===== config.mk =====
export PLATFORM = sky130hd
export DESIGN_NAME = cdf_pipeline
export DESIGN_NICKNAME = d
export VERILOG_FILES = /design/src/rtl/histeq_pkg.sv /design/src/rtl/serial_divider.sv /design/src/rtl/cdf_pipeline.sv
export SDC_FILE = /design/constraint.sdc
export NUM_CORES = 1
export LEC_CHECK = 0
export ABC_AREA = 1
export ABC_CLOCK_PERIOD_IN_PS = 19300
export BUFFER_PORTS_ARGS = -buffer_cell sky130_fd_sc_hd__buf_2
export CAP_MARGIN = 20
export CORE_MARGIN = 4
export CORE_UTILIZATION = 52
export CTS_CLUSTER_DIAMETER = 150
export DETAILED_ROUTE_END_ITERATION = 8
export HOLD_SLACK_MARGIN = 0.03
export PLACE_DENSITY = 0.74
export SYNTH_ARGS = -nofsm -noshare
export SYNTH_HDL_FRONTEND = slang
export SYNTH_SLANG_ARGS = --single-unit

===== constraint.sdc =====
create_clock -name clock -period 19.3 [get_ports clock]
set_input_delay 3.86 -clock clock [delete_from_list [all_inputs] [get_ports clock]]
set_output_delay 3.86 -clock clock [all_outputs]
set_load 0.01 [all_outputs]

===== src/rtl/histeq_pkg.sv =====
// Shared histogram-equalizer definitions: bin geometry, valid-bin tag, the
// FSM state set and the m3 LUT word layout.
package histeq_pkg;

  localparam int BINS  = 256;
  localparam int BIN_W = 8;
  localparam int CNT_W = 24;
  localparam int DIV_W = 32;
  localparam logic [15:0] TAG = 16'hAAAA;

  typedef enum logic [2:0] {
    S_IDLE,
    S_SCAN,
    S_SCAN_TAIL,
    S_MAP_RD,
    S_MAP_ACC,
    S_MAP_DIV,
    S_MAP_WR,
    S_DONE
  } state_e;

  typedef struct packed {
    logic [95:0] rsvd;
    logic [15:0] tag;
    logic [7:0]  pad;
    logic [7:0]  map;
  } m3_word_t;

  // Words whose tag field is not TAG were never written by the input stage.
  function automatic logic [15:0] bin_count(input logic [127:0] w);
    return (w[31:16] == TAG) ? w[15:0] : 16'd0;
  endfunction

endpackage


===== src/rtl/serial_divider.sv =====
// Restoring unsigned divider, one quotient bit per cycle; the load edge already
// performs the first step, so the quotient is ready W cycles after start_i.
module serial_divider #(
  parameter int W = 32
) (
  input  logic         clock,
  input  logic         rst_n,
  input  logic         start_i,
  input  logic [W-1:0] dividend_i,
  input  logic [W-1:0] divisor_i,
  output logic [W-1:0] quotient_o,
  output logic         busy_o,
  output logic         done_o
);

  localparam int CW = $clog2(W);

  logic [W-1:0]  rem_q, rem_d, quo_q, quo_d, dvs_q, dvs_d;
  logic [CW-1:0] cnt_q, cnt_d;
  logic          busy_q, busy_d, done_q, done_d;
  logic [W-1:0]  rem_in, quo_in, dvs_in, rem_nx, quo_nx;
  logic [W:0]    trial;

  always_comb begin
    rem_in = start_i ? '0 : rem_q;
    quo_in = start_i ? dividend_i : quo_q;
    dvs_in = start_i ? divisor_i : dvs_q;
    trial  = {rem_in, quo_in[W-1]} - {1'b0, dvs_in};
    // Remainder stays below the divisor, so trial[W] is a clean borrow flag.
    if (trial[W]) begin
      rem_nx = {rem_in[W-2:0], quo_in[W-1]};
      quo_nx = {quo_in[W-2:0], 1'b0};
    end else begin
      rem_nx = trial[W-1:0];
      quo_nx = {quo_in[W-2:0], 1'b1};
    end
  end

  always_comb begin
    rem_d  = rem_q;
    quo_d  = quo_q;
    dvs_d  = dvs_q;
    cnt_d  = cnt_q;
    busy_d = busy_q;
    done_d = 1'b0;
    if (start_i) begin
      rem_d  = rem_nx;
      quo_d  = quo_nx;
      dvs_d  = divisor_i;
      cnt_d  = CW'(W - 1);
      busy_d = 1'b1;
    end else if (busy_q) begin
      rem_d = rem_nx;
      quo_d = quo_nx;
      cnt_d = cnt_q - CW'(1);
      if (cnt_q == CW'(1)) begin
        busy_d = 1'b0;
        done_d = 1'b1;
      end
    end
  end

  always_ff @(posedge clock or negedge rst_n) begin
    if (!rst_n) begin
      rem_q  <= '0;
      quo_q  <= '0;
      dvs_q  <= '0;
      cnt_q  <= '0;
      busy_q <= 1'b0;
      done_q <= 1'b0;
    end else begin
      rem_q  <= rem_d;
      quo_q  <= quo_d;
      dvs_q  <= dvs_d;
      cnt_q  <= cnt_d;
      busy_q <= busy_d;
      done_q <= done_d;
    end
  end

  assign quotient_o = quo_q;
  assign busy_o     = busy_q;
  assign done_o     = done_q;

endmodule


===== src/rtl/cdf_pipeline.sv =====
// Histogram-equalizer stage 2: scans the m2 histogram for total and cdf_min, then
// builds the 256-entry equalization LUT in m3 on a fixed 35-cycle-per-bin schedule.
module cdf_pipeline
  import histeq_pkg::*;
(
  input  logic         clock,
  input  logic         rst_n,
  input  logic         start_i,
  input  logic [127:0] m2ReadVal_i,
  output logic [15:0]  m2ReadAddr_o,
  output logic [15:0]  m3WriteAddr_o,
  output logic [127:0] m3WriteVal_o,
  output logic         m3WE_o,
  output logic         done_o
);

  state_e             state_q, state_d;
  logic [BIN_W-1:0]   bin_q, bin_d;
  logic [CNT_W-1:0]   total_q, total_d, cdf_q, cdf_d, cdf_min_q, cdf_min_d;
  logic               min_seen_q, min_seen_d, den_zero_q, den_zero_d;
  logic [15:0]        m3_addr_q, m3_addr_d;
  m3_word_t           m3_val_q, m3_val_d;
  logic               m3_we_q, m3_we_d, done_q, done_d;

  logic [CNT_W-1:0]   cnt, cdf_acc, diff;
  logic [DIV_W-1:0]   div_num, div_den, div_quo;
  logic               div_start, div_busy, div_done, div_fin;
  logic [7:0]         map;

  serial_divider #(.W(DIV_W)) u_div (
    .clock      (clock),
    .rst_n      (rst_n),
    .start_i    (div_start),
    .dividend_i (div_num),
    .divisor_i  (div_den),
    .quotient_o (div_quo),
    .busy_o     (div_busy),
    .done_o     (div_done)
  );

  assign cnt       = CNT_W'(bin_count(m2ReadVal_i));
  assign cdf_acc   = cdf_q + cnt;
  // Bins below the first populated one would go negative; pin them to zero.
  assign diff      = (cdf_acc >= cdf_min_q) ? (cdf_acc - cdf_min_q) : '0;
  assign div_num   = DIV_W'(diff) * DIV_W'(255);
  assign div_den   = DIV_W'(total_q - cdf_min_q);
  assign div_start = (state_q == S_MAP_ACC);
  assign div_fin   = div_done & ~div_busy;
  assign map       = den_zero_q ? bin_q : ((div_quo > DIV_W'(255)) ? 8'hFF : div_quo[7:0]);

  always_ff @(posedge clock or negedge rst_n) begin
    if (!rst_n) state_q <= S_IDLE;
    else        state_q <= state_d;
  end

  always_comb begin
    state_d = state_q;
    if (state_q != S_IDLE && !start_i) begin
      state_d = S_IDLE;
    end else begin
      case (state_q)
        S_IDLE:      if (start_i) state_d = S_SCAN;
        S_SCAN:      if (bin_q == BIN_W'(BINS - 1)) state_d = S_SCAN_TAIL;
        S_SCAN_TAIL: state_d = S_MAP_RD;
        S_MAP_RD:    state_d = S_MAP_ACC;
        S_MAP_ACC:   state_d = S_MAP_DIV;
        S_MAP_DIV:   if (div_fin) state_d = S_MAP_WR;
        S_MAP_WR:    state_d = (bin_q == BIN_W'(BINS - 1)) ? S_DONE : S_MAP_RD;
        S_DONE:      state_d = S_DONE;
        default:     state_d = S_IDLE;
      endcase
    end
  end

  always_comb begin
    bin_d      = bin_q;
    total_d    = total_q;
    cdf_d      = cdf_q;
    cdf_min_d  = cdf_min_q;
    min_seen_d = min_seen_q;
    den_zero_d = den_zero_q;
    m3_addr_d  = m3_addr_q;
    m3_val_d   = m3_val_q;
    m3_we_d    = (state_d == S_MAP_WR);
    done_d     = (state_d == S_DONE);
    if (state_q == S_IDLE || state_d == S_IDLE) begin
      bin_d      = '0;
      total_d    = '0;
      cdf_d      = '0;
      cdf_min_d  = '0;
      min_seen_d = 1'b0;
      den_zero_d = 1'b0;
    end else begin
      case (state_q)
        S_SCAN, S_SCAN_TAIL: begin
          // Read data lags the address by a cycle: nothing valid yet at bin 0 of SCAN.
          if (state_q == S_SCAN) bin_d = bin_q + BIN_W'(1);
          if (state_q == S_SCAN_TAIL || bin_q != '0) begin
            total_d = total_q + cnt;
            if (!min_seen_q && cnt != '0) begin
              cdf_min_d  = cnt;
              min_seen_d = 1'b1;
            end
          end
        end
        S_MAP_ACC: begin
          cdf_d      = cdf_acc;
          den_zero_d = (total_q == cdf_min_q);
        end
        S_MAP_DIV: begin
          if (state_d == S_MAP_WR) begin
            m3_addr_d = {8'd0, bin_q};
            m3_val_d  = '{rsvd: '0, tag: TAG, pad: '0, map: map};
          end
        end
        S_MAP_WR: bin_d = bin_q + BIN_W'(1);
        default: ;
      endcase
    end
  end

  always_ff @(posedge clock or negedge rst_n) begin
    if (!rst_n) begin
      bin_q      <= '0;
      total_q    <= '0;
      cdf_q      <= '0;
      cdf_min_q  <= '0;
      min_seen_q <= 1'b0;
      den_zero_q <= 1'b0;
      m3_addr_q  <= '0;
      m3_val_q   <= '0;
      m3_we_q    <= 1'b0;
      done_q     <= 1'b0;
    end else begin
      bin_q      <= bin_d;
      total_q    <= total_d;
      cdf_q      <= cdf_d;
      cdf_min_q  <= cdf_min_d;
      min_seen_q <= min_seen_d;
      den_zero_q <= den_zero_d;
      m3_addr_q  <= m3_addr_d;
      m3_val_q   <= m3_val_d;
      m3_we_q    <= m3_we_d;
      done_q     <= done_d;
    end
  end

  assign m2ReadAddr_o  = {8'd0, bin_q};
  assign m3WriteAddr_o = m3_addr_q;
  assign m3WriteVal_o  = m3_val_q;
  assign m3WE_o        = m3_we_q;
  assign done_o        = done_q;

endmodule


==> results.json <==
{
  "wl_per_cell_um": 14.9,
  "grt_max_degree": 74,
  "ctsHoldBuffers": 0,
  "start_util_pct": 52.8,
  "cp.depth": 60,
  "fmax_mhz": 60.1,
  "diodes": 0,
  "rrSetupSlack_ps": 7320,
  "cp_max_fo": 30,
  "p_leak_nw": 11.6,
  "finalWirelength_mm": 50.3,
  "core_area_um2": 38800,
  "max-vdd-ir-drop_uv": 89.7,
  "power_density_nw_per_um2": 109,
  "place_area_um2": 20800,
  "final_nets": 3239,
  "setup-tns-final_ps": 0,
  "grt_pass1_wl_mm": 83.6,
  "ant_nets": 0,
  "critical_path.top_delay_family": "simple AND/OR/NAND/NOR gates",
  "cts_tree": "built",
  "clkLatencyLatePin_ps": 480,
  "outcome": "complete, no violations",
  "num-fill-cells": 3700,
  "track_usage_pct": 23.9,
  "whs_ps": 479,
  "layout_common_cells": "nand2_1, inv_1, nor2_1",
  "cp_data_arrival_time_ps": 17050,
  "synthCells": 2813,
  "slowest_stage": "nor2_1",
  "grt_overflow": 0,
  "critPathMaxStageDelay_ps": 610,
  "drc": 0,
  "h-tree-depth": 4,
  "ys_seq_area_share_pct": 24.3,
  "critPathMostFrequentCell": "inv_1",
  "design_area_um2": 21400,
  "synth_flop_cell": "dfrtp_1",
  "finalHoldViolCount": 0,
  "cts_setup_buffers": 0,
  "synth_warnings": 0,
  "layout_setup_ws_ps": 2650,
  "fin_crit_ps": 16650,
  "clkSlewWorstSetupHoldPaths_ps": 70,
  "postSynth.asyncResetShare_pct": 100,
  "drt_iter0_markers": 1393,
  "placementRows": 72,
  "cts_buffers": 17,
  "cp-end-kind": "flip-flop",
  "grt_pass1_vias": 17500,
  "ys_ff_latch": 199,
  "reg2regPathDepth": 54,
  "layout_commonest_cell": "nand2_1",
  "tightest_slew_ps": 987,
  "finalCritPeriodShare_pct": 86.3,
  "path_class": "input port to flip-flop",
  "die_y_um": 206,
  "cts.repair.resized": 0,
  "root_buffer": "clkbuf_16",
  "clk_path_buf_depth": 2,
  "drv_cap": 0,
  "required_ps": 19700,
  "ys_types": 59,
  "via_count": 17900,
  "io_pins": 293,
  "pre_cts_ws_ps": 2400,
  "hp-class": "flip-flop to flip-flop",
  "min_delay_path_depth": 2,
  "dr.pass1.iters": 6,
  "avgSynthCellArea_um2": 7.28,
  "start_kind": "input port",
  "area_delta_synth_final_pct": 4.64,
  "cts.sinks": 199,
  "port_buffers": 68,
  "dp.final_hpwl_mm": 39.5,
  "syn_area_um2": 20500,
  "setup-violations-final": 0,
  "worst-path-buf-inv": 12,
  "relSlewSlack_pct": 34.0,
  "synth_edf_count": 0,
  "rsz0062_at_grt": "false",
  "die_w_um": 206,
  "die-area_um2": 42600,
  "skew_ps": 19.8,
  "via_per_inst": 5.31,
  "antenna_found_initial": 0,
  "gp_congestion": 0.940,
  "slew_viol_final": 0,
  "drive_above_1_share_pct": 5.91
}
final timing paths:
path / start / endpoint
worst min register to register: u_div.rem_q[13] / u_div.rem_q[13]
max in group asynchronous: rst_n / u_div.rem_q[24]
worst min-delay path: u_div.rem_q[13] / u_div.rem_q[13]
worst max-delay path: m2ReadVal_i[22] / u_div.rem_q[17]
worst max register to register: cdf_q[6] / u_div.rem_q[17]
min in group asynchronous: rst_n / u_div.quotient_o[27]
per-stage QoR:
stage,instances,util (%),power [mW]
global route,3376,55.2,2.56
floorplan,2940,-,1.65
global placement,3344,53.6,1.89
finish,3376,55.2,2.34
detailed placement,3344,53.6,1.92
CTS,3376,55.2,2.34
worst reg2reg max path: cells and delay by family, from the launching register on:
kind / cells / cell delay [ps]
AND/OR/NAND/NOR: 21 / 4050
adder cells (fa/ha/maj): 9 / 3840
AO/OA/AOI/OAI: 14 / 2650
buffers and inverters: 9 / 760
flip-flops: 1 / 400
XOR/XNOR: 1 / 220
report_power, final:
| group | leakage, nW | switching (mW) | internal, mW |
|---|---|---|---|
| clock network | 0.305 | 0.182 | 0.224 |
| logic | 8.70 | 0.865 | 0.465 |
| registers | 2.60 | 0.0652 | 0.542 |
sequential cells by signal (all words and copies together) (netlist names), 3 cells and up:
register	count
bin_q	8
cdf_min_q	16
cdf_q	24
m3WriteAddr_o	8
m3WriteVal_o	9
state_q	3
total_q	24
u_div.cnt_q	5
u_div.dvs_q	32
u_div.quotient_o	32
u_div.rem_q	32
kinds of logic after synthesis:
group | synth area share (%)
simple gates | 22.0
buf+inv | 15.5
compound gates | 14.0
xor+xnor | 4.14
other cells | 0.0183
fa+ha+maj | 20.1
flops | 24.3
Yosys cell counts (all sizes together) (6+ instances only):
library cell | count | share of area (%)
nand2 | 575 | 11
inv | 507 | 9.3
nor2 | 233 | 4.4
dfrtp | 199 | 24
o21ai | 187 | 4.6
a21oi | 155 | 3.8
ha | 154 | 9.4
buf | 151 | 5.4
nand3 | 138 | 3.4
fa | 109 | 11
xor2 | 59 | 2.6
clkbuf | 42 | 0.77
xnor2 | 37 | 1.6
nor3 | 34 | 0.86
nand4 | 32 | 1.0
a31oi | 27 | 0.82
o22ai | 20 | 0.61
a21o | 17 | 0.62
or2 | 17 | 0.52
o32ai | 16 | 0.68
o211ai | 15 | 0.55
o21a | 13 | 0.48
nor4 | 12 | 0.37
a22o | 11 | 0.47
o21bai | 8 | 0.31
a21boi | 6 | 0.22
o31ai | 6 | 0.22
final cells by class:
| type | count | area [µm²] | share of cell area, % |
|---|---|---|---|
| inverters | 510 | 1910 | 8.93 |
| well taps | 518 | 648 | 3.02 |
| flip-flops and latches | 199 | 4980 | 23.2 |
| clock inverters | 12 | 189 | 0.881 |
| clock buffers | 20 | 447 | 2.08 |
| multi-input cells | 2038 | 12800 | 59.8 |
| repair buffers | 79 | 432 | 2.01 |
per-layer routing:
| layer | GRT usage [%] | share of wire [%] | up-vias |
|---|---|---|---|
| met4 | 5.89 | 1.9 | 0 |
| met2 | 42.1 | 50 | 444 |
| li1 | - | - | 8828 |
| met5 | 0 | 0 | - |
| met3 | 2.73 | 4.1 | 60 |
| met1 | 31.4 | 44 | 8608 |
No activity file was read; power rests on OpenSTA's default activity.
